`src/rtl/fma16_vec_runner_if.sv`:
```
// Vector-memory read port and fma16 operand/result bundle for fma16_vec_runner.
// master = runner side, slave = memory + fma16 side.
interface fma16_vec_runner_if #(
    parameter int ADDR_W = 20
);
    logic              mem_en;
    logic [ADDR_W-1:0] mem_addr;
    logic [75:0]       mem_data;
    logic [15:0]       x, y, z;
    logic              mul, add, negp, negz;
    logic [1:0]        roundmode;
    logic [15:0]       result;
    logic [3:0]        flags;

    modport master (
        output mem_en, mem_addr, x, y, z, mul, add, negp, negz, roundmode,
        input  mem_data, result, flags
    );
    modport slave (
        input  mem_en, mem_addr, x, y, z, mul, add, negp, negz, roundmode,
        output mem_data, result, flags
    );
endinterface

```
`src/rtl/fma16_vec_runner.sv`:
```
// Test-vector sequencer/checker for fma16: fetch, unpack, drive, compare, log first failure.
// Define FMA16_RUNNER_FLAGS_EN to also compare flags and latch fail_flags/fail_flagsexp.
module fma16_vec_runner #(
    parameter int ADDR_W = 20
) (
    input  logic                clk,
    input  logic                reset,
    input  logic                start,
    input  logic [ADDR_W-1:0]   nvecs,
    fma16_vec_runner_if.master  mif,
    output logic                busy,
    output logic                done,
    output logic [ADDR_W-1:0]   vectornum,
    output logic [31:0]         errors,
    output logic                fail_valid,
    output logic [ADDR_W-1:0]   fail_idx,
    output logic [15:0]         fail_result,
    output logic [15:0]         fail_expected,
    output logic [3:0]          fail_flags,
    output logic [3:0]          fail_flagsexp
);
    typedef enum logic [2:0] {IDLE, FETCH, LOAD, CHECK, DONE} state_t;

    state_t            state_q, state_d;
    logic [ADDR_W-1:0] idx_q, nvecs_q, vnum_q, fail_idx_q;
    logic [31:0]       err_q;
    logic [15:0]       x_q, y_q, z_q, rexp_q, fail_res_q, fail_exp_q;
    logic [5:0]        ctrl_q;
    logic              fail_valid_q;
    logic              start_run, last_vec, mismatch;

    assign start_run = ((state_q == IDLE) || (state_q == DONE)) && start;
    assign last_vec  = (idx_q + ADDR_W'(1)) == nvecs_q;

    always_ff @(posedge clk or negedge reset) begin
        if (!reset) state_q <= IDLE;
        else        state_q <= state_d;
    end

    always_comb begin
        state_d    = state_q;
        mif.mem_en = 1'b0;
        busy       = 1'b0;
        done       = 1'b0;
        case (state_q)
            IDLE, DONE: begin
                done = (state_q == DONE);
                if (start) state_d = (nvecs == '0) ? DONE : FETCH;
            end
            FETCH: begin
                mif.mem_en = 1'b1;
                busy       = 1'b1;
                state_d    = LOAD;
            end
            LOAD: begin
                busy    = 1'b1;
                state_d = CHECK;
            end
            CHECK: begin
                busy    = 1'b1;
                state_d = last_vec ? DONE : FETCH;
            end
            default: state_d = IDLE;
        endcase
    end

    assign mif.mem_addr = (state_q == FETCH) ? idx_q : '0;

    always_ff @(posedge clk or negedge reset) begin
        if (!reset) begin
            idx_q        <= '0;
            nvecs_q      <= '0;
            vnum_q       <= '0;
            err_q        <= '0;
            x_q          <= '0;
            y_q          <= '0;
            z_q          <= '0;
            ctrl_q       <= '0;
            rexp_q       <= '0;
            fail_valid_q <= 1'b0;
            fail_idx_q   <= '0;
            fail_res_q   <= '0;
            fail_exp_q   <= '0;
        end else begin
            if (start_run) begin
                nvecs_q      <= nvecs;
                idx_q        <= '0;
                vnum_q       <= '0;
                err_q        <= '0;
                fail_valid_q <= 1'b0;
                fail_idx_q   <= '0;
                fail_res_q   <= '0;
                fail_exp_q   <= '0;
            end
            if (state_q == LOAD) begin
                x_q    <= mif.mem_data[75:60];
                y_q    <= mif.mem_data[59:44];
                z_q    <= mif.mem_data[43:28];
                ctrl_q <= mif.mem_data[25:20];
                rexp_q <= mif.mem_data[19:4];
            end
            if (state_q == CHECK) begin
                idx_q  <= idx_q + ADDR_W'(1);
                vnum_q <= vnum_q + ADDR_W'(1);
                if (mismatch) begin
                    if (err_q != 32'hFFFF_FFFF) err_q <= err_q + 32'd1;
                    // Only the first failure is kept; later ones just count.
                    if (!fail_valid_q) begin
                        fail_valid_q <= 1'b1;
                        fail_idx_q   <= idx_q;
                        fail_res_q   <= mif.result;
                        fail_exp_q   <= rexp_q;
                    end
                end
            end
        end
    end

`ifdef FMA16_RUNNER_FLAGS_EN
    logic [3:0] fexp_q, fail_flg_q, fail_flgexp_q;

    assign mismatch = (mif.result != rexp_q) || (mif.flags != fexp_q);

    always_ff @(posedge clk or negedge reset) begin
        if (!reset) begin
            fexp_q        <= '0;
            fail_flg_q    <= '0;
            fail_flgexp_q <= '0;
        end else begin
            if (start_run) begin
                fail_flg_q    <= '0;
                fail_flgexp_q <= '0;
            end
            if (state_q == LOAD) fexp_q <= mif.mem_data[3:0];
            if ((state_q == CHECK) && mismatch && !fail_valid_q) begin
                fail_flg_q    <= mif.flags;
                fail_flgexp_q <= fexp_q;
            end
        end
    end

    assign fail_flags    = fail_flg_q;
    assign fail_flagsexp = fail_flgexp_q;
`else
    logic unused_flags;
    assign unused_flags  = ^{mif.flags, mif.mem_data[3:0]};
    assign mismatch      = (mif.result != rexp_q);
    assign fail_flags    = 4'h0;
    assign fail_flagsexp = 4'h0;
`endif

    // ctrl[7:6] of each vector are reserved.
    logic unused_ctrl;
    assign unused_ctrl = ^mif.mem_data[27:26];

    assign mif.x         = x_q;
    assign mif.y         = y_q;
    assign mif.z         = z_q;
    assign mif.roundmode = ctrl_q[5:4];
    assign mif.mul       = ctrl_q[3];
    assign mif.add       = ctrl_q[2];
    assign mif.negp      = ctrl_q[1];
    assign mif.negz      = ctrl_q[0];

    assign vectornum     = vnum_q;
    assign errors        = err_q;
    assign fail_valid    = fail_valid_q;
    assign fail_idx      = fail_idx_q;
    assign fail_result   = fail_res_q;
    assign fail_expected = fail_exp_q;
endmodule

```
`src/flat_wrapper.sv`:
```
// flat-port wrapper written by rule: the top's interface ports become plain ports
module fma16_vec_runner_flat 
#(
    parameter int ADDR_W = 20
)
  (clk, reset, start, nvecs, busy, done, vectornum, errors, fail_valid, fail_idx, fail_result, fail_expected, fail_flags, fail_flagsexp, mif_mem_en, mif_mem_addr, mif_x, mif_y, mif_z, mif_mul, mif_add, mif_negp, mif_negz, mif_roundmode, mif_mem_data, mif_result, mif_flags);
  fma16_vec_runner_if #(.ADDR_W(ADDR_W)) mif_i ();
  input  logic clk;
  input  logic reset;
  input  logic start;
  input  logic [ADDR_W-1:0] nvecs;
  output logic busy;
  output logic done;
  output logic [ADDR_W-1:0] vectornum;
  output logic [31:0] errors;
  output logic fail_valid;
  output logic [ADDR_W-1:0] fail_idx;
  output logic [15:0] fail_result;
  output logic [15:0] fail_expected;
  output logic [3:0] fail_flags;
  output logic [3:0] fail_flagsexp;
  output wire logic [$bits(mif_i.mem_en)-1:0] mif_mem_en;
  output wire logic [$bits(mif_i.mem_addr)-1:0] mif_mem_addr;
  output wire logic [$bits(mif_i.x)-1:0] mif_x;
  output wire logic [$bits(mif_i.y)-1:0] mif_y;
  output wire logic [$bits(mif_i.z)-1:0] mif_z;
  output wire logic [$bits(mif_i.mul)-1:0] mif_mul;
  output wire logic [$bits(mif_i.add)-1:0] mif_add;
  output wire logic [$bits(mif_i.negp)-1:0] mif_negp;
  output wire logic [$bits(mif_i.negz)-1:0] mif_negz;
  output wire logic [$bits(mif_i.roundmode)-1:0] mif_roundmode;
  input wire logic [$bits(mif_i.mem_data)-1:0] mif_mem_data;
  input wire logic [$bits(mif_i.result)-1:0] mif_result;
  input wire logic [$bits(mif_i.flags)-1:0] mif_flags;
  assign mif_mem_en = mif_i.mem_en;
  assign mif_mem_addr = mif_i.mem_addr;
  assign mif_x = mif_i.x;
  assign mif_y = mif_i.y;
  assign mif_z = mif_i.z;
  assign mif_mul = mif_i.mul;
  assign mif_add = mif_i.add;
  assign mif_negp = mif_i.negp;
  assign mif_negz = mif_i.negz;
  assign mif_roundmode = mif_i.roundmode;
  assign mif_i.mem_data = mif_mem_data;
  assign mif_i.result = mif_result;
  assign mif_i.flags = mif_flags;
  fma16_vec_runner #(.ADDR_W(ADDR_W)) u_core (.clk(clk), .reset(reset), .start(start), .nvecs(nvecs), .mif(mif_i), .busy(busy), .done(done), .vectornum(vectornum), .errors(errors), .fail_valid(fail_valid), .fail_idx(fail_idx), .fail_result(fail_result), .fail_expected(fail_expected), .fail_flags(fail_flags), .fail_flagsexp(fail_flagsexp));
endmodule
```
`config.mk`:
```
export PLATFORM = sky130hd
export DESIGN_NAME = fma16_vec_runner_flat
export DESIGN_NICKNAME = d
export VERILOG_FILES = /design/src/rtl/fma16_vec_runner_if.sv /design/src/rtl/fma16_vec_runner.sv /design/src/flat_wrapper.sv
export SDC_FILE = /design/constraint.sdc
export NUM_CORES = 1
export LEC_CHECK = 0
export CORE_ASPECT_RATIO = 0.6
export CORE_MARGIN = 4
export CORE_UTILIZATION = 25
export DETAILED_ROUTE_END_ITERATION = 12
export DONT_BUFFER_PORTS = 1
export GPL_ROUTABILITY_DRIVEN = 0
export SETUP_SLACK_MARGIN = 0.05
export SYNTH_ARGS = -nofsm -noshare
export SYNTH_HDL_FRONTEND = slang
export SYNTH_SLANG_ARGS = --single-unit
```
`constraint.sdc`:
```
create_clock -name clk -period 7.05 [get_ports clk]
set_clock_uncertainty 0.2 [all_clocks]
set_input_delay 1.0575 -clock clk [delete_from_list [all_inputs] [get_ports clk]]
set_output_delay 1.0575 -clock clk [all_outputs]
set_load 0.05 [all_outputs]
```
==> results_dict.tcl <==
set metrics [dict create \
    track_usage_pct 13.66 \
    layout-drive-gt1-share_pct 13.37 \
    ys_seq_area_share_pct 51.82 \
    grt_pass1_wl_um 48870 \
    internal-power_mw 2.915 \
    cpMaxStageDelayCell "dfrtp_1" \
    finalNetCount 1148 \
    fp.coreArea_sq_mm 0.04101 \
    cts.repair.resized 0 \
    rsz0062_at_grt "false" \
    worstMarginPinSlew_ns 1.092 \
    cpPeakStageDelay_ns 0.56 \
    drv_cap 0 \
    path_clk_slew_ns 0.06 \
    cts_setup_buffers 0 \
    clk_latency_ns 0.54 \
    finalCriticalPeriod_ns 3.484 \
    setup_violations 0 \
    dieArea_sq_mm 0.04557 \
    io_buffers 0 \
    final_cells 1600 \
    cts.sinks 218 \
    fin_ws_ns 3.566 \
    ant_nets 0 \
    wire_per_inst_um 20.16 \
    critPathMaxFanout 21 \
    routed_via_density 4.921 \
    htree_levels 1 \
    pwr-share-seq_pct 53.4 \
    multiInputGateArea_sq_mm 0.004702 \
    synth_area_sq_mm 0.01053 \
    crit_required_ns 5.79 \
    ys_ff_latch 218 \
    grt_overflow 0 \
    arrival_ns 2.23 \
    crit_chain "nor3b_2, buf_4, and2_1" \
    pwr-share-clk_pct 23.8 \
    drc 0 \
    grt_pass1_vias 7563 \
    cts_tree "yes" \
    antenna_cells 0 \
    clockBufferDepth 3 \
    die_w_um 272.9 \
    worstSetupPathType "flop to output pin" \
    hold_path.class "input port to asynchronous set/reset pin" \
    postSynthCellCount 1063 \
    antenna_found_initial 2 \
    yosysUniqueCellTypes 61 \
    setup_tns_ns 0 \
    numCtsBuffers 24 \
    hpwl_um 22540 \
    async_flop_share_pct 100.0 \
    grt_max_degree 127 \
    fmax_ghz 0.2871 \
    synth_edf_count 0 \
    routed_wl_um 32250 \
    fillCellCount 4272 \
    drt_first_iter_violations 538 \
    first_pass_iters 5 \
    switching_share_pct 47.03 \
    ys.warnings.count 0 \
    synth.avg_cell_area_sq_um 9.904 \
    seq_area_sq_mm 0.005455 \
    synth_top_flop_cell "dfrtp_1" \
    num_vias 7873 \
    worstSetupEndpointType "output pin" \
    slew_viol_final 0 \
    slew_headroom_pct 27.15 \
    p_switching_mw 2.589 \
    ios 309 \
    p_leak_nw 5.006 \
    core.rowCount 57 \
    cts_root_buf "clkbuf_16" \
    status "finished, final reports clean" \
    post-place-ws_ns 3.336 \
    areaGrowthSynthToFinish_pct 12.42 \
    dp_cells 1557 \
    die_h_um 167.0 \
    pwr_density_cell_mw_per_mm2 465.1 \
    min_period_over_period_pct 49.41 \
    finalHoldViolations 0 \
    start_util_pct 25.67 \
    irDropWorstVdd_mv 0.2754 \
    power_frac_comb_pct 22.8 \
    critPathLaunchType "flop" \
]
[power by group through the flow]
stage | clock (mW) | sequential, mW | combinational [mW]
floorplan | 0 | 2.77 | 1.06
global placement | 0 | 2.96 | 1.20
detailed placement | 0 | 2.97 | 1.26
CTS | 1.35 | 2.95 | 1.27
global route | 1.41 | 2.99 | 1.40
finish | 1.31 | 2.94 | 1.25
[sequential cells by signal, summed over array words and instances, names as in the netlist]
name / cells
u_core.mif.x: 16
u_core.fail_valid: 1
u_core.idx_q: 20
u_core.errors: 32
u_core.vectornum: 20
u_core.mif.z: 16
u_core.fail_idx: 20
u_core.rexp_q: 16
u_core.ctrl_q: 6
u_core.fail_expected: 16
u_core.fail_result: 16
u_core.state_q: 3
u_core.mif.y: 16
u_core.nvecs_q: 20
[worst max-delay path, delay by kind of cell (launching register included)]
kind | cells | cell delay (ns)
buffers and inverters | 1 | 0.34
flip-flops | 1 | 0.56
AND/OR/NAND/NOR | 2 | 0.76
[cells in the final DEF (no fill, tap or decap), types with 4 or more instances in the layout]
cell,instances
mux2_2,70
and2_1,26
or4_1,9
dfrtp_1,218
o211ai_1,10
xnor2_1,13
and3_1,19
nor4_1,17
nor2_1,27
or3_1,4
a31oi_1,5
o21ai_0,91
xor2_1,25
mux2i_1,28
a21oi_1,13
inv_1,14
nand3_1,40
conb_1,8
and4_1,9
o31ai_1,18
buf_4,7
clkbuf_16,24
nor3_1,6
nand2_1,228
nand4_1,25
nand2b_1,6
[cells by family after synthesis]
group / after synthesis / synth area share [%]
XOR/XNOR: 38 / 3.161
AND/OR/NAND/NOR: 449 / 21.21
other: 1 / 0.03562
adder cells (fa/ha/maj): 3 / 0.3566
multiplexers: 98 / 10.15
AO/OA/AOI/OAI: 162 / 9.211
buffers and inverters: 94 / 4.053
flip-flops: 218 / 51.82
[worst paths after layout]
kind / slack (ns) / end / depth (start not counted) / start
max: 3.57 / mif_mem_addr[9] / 3 / u_core.state_q[0]$_DFFE_PN0P_
min: 0.04 / u_core.fail_idx[4]$_DFF_PN0_ / 0 / reset
max reg2reg: 3.91 / u_core.errors[1]$_DFF_PN0_ / 6 / u_core.errors[11]$_DFF_PN0_
min reg2reg: 0.30 / u_core.nvecs_q[14]$_DFFE_PN0P_ / 2 / u_core.nvecs_q[14]$_DFFE_PN0P_
max in group asynchronous: 5.28 / u_core.mif.x[3]$_DFFE_PN0P_ / 1 / reset
min in group clk: 0.30 / u_core.nvecs_q[14]$_DFFE_PN0P_ / 2 / u_core.nvecs_q[14]$_DFFE_PN0P_
[metal layers]
layer | part of all wire, % | wire, um | global-route usage, % | up-vias
met4 | 3.1 | 997 | 4.112 | 0
met5 | 0 | 0 | 0 | -
met1 | 42 | 13480 | 17.56 | 3890
met2 | 46 | 14970 | 21.91 | 298
li1 | - | - | - | 3636
met3 | 8.7 | 2801 | 4.602 | 49
[cells in the mapped netlist (17+ instances only)]
cell type | count | area [sq um]
nor4_1 | 17 | 106.4
and3_1 | 19 | 118.9
nand4_1 | 25 | 156.4
nand3_1 | 40 | 200.2
nand2_1 | 229 | 859.6
dfrtp_1 | 218 | 5455
nor2_1 | 28 | 105.1
mux2_2 | 70 | 788.3
xor2_1 | 25 | 219.0
clkbuf_1 | 47 | 176.4
o31ai_1 | 18 | 135.1
and2_1 | 26 | 162.7
mux2i_1 | 28 | 280.3
o21ai_0 | 91 | 455.4
[metrics by stage]
stage	util, %	area [sq um]	total power, mW	hold WS, ns
finish	28.86	11840	5.504	0.03713
global route	28.86	11840	5.798	0.005756
CTS	28.86	11840	5.577	0.002437
detailed placement	26.73	10960	4.228	0.2876
floorplan	-	10550	3.830	0.2547
global placement	26.73	10960	4.159	0.2883
[final cells by class]
cell class	count	share of cell area, %
flip-flops and latches	218	46.09
well taps	560	5.920
inverters	14	0.4440
clock inverters	11	1.332
multi-input cells	758	39.73
repair buffers	10	0.9938
clock buffers	29	5.487
[repair_timing]
item | in CTS | in global routing
hold buffers | 3 | 0
endpoints found under the hold margin | 40 | 0
setup endpoints to repair | 0 | 0
Note: power is estimated with default switching activity, not from simulation.
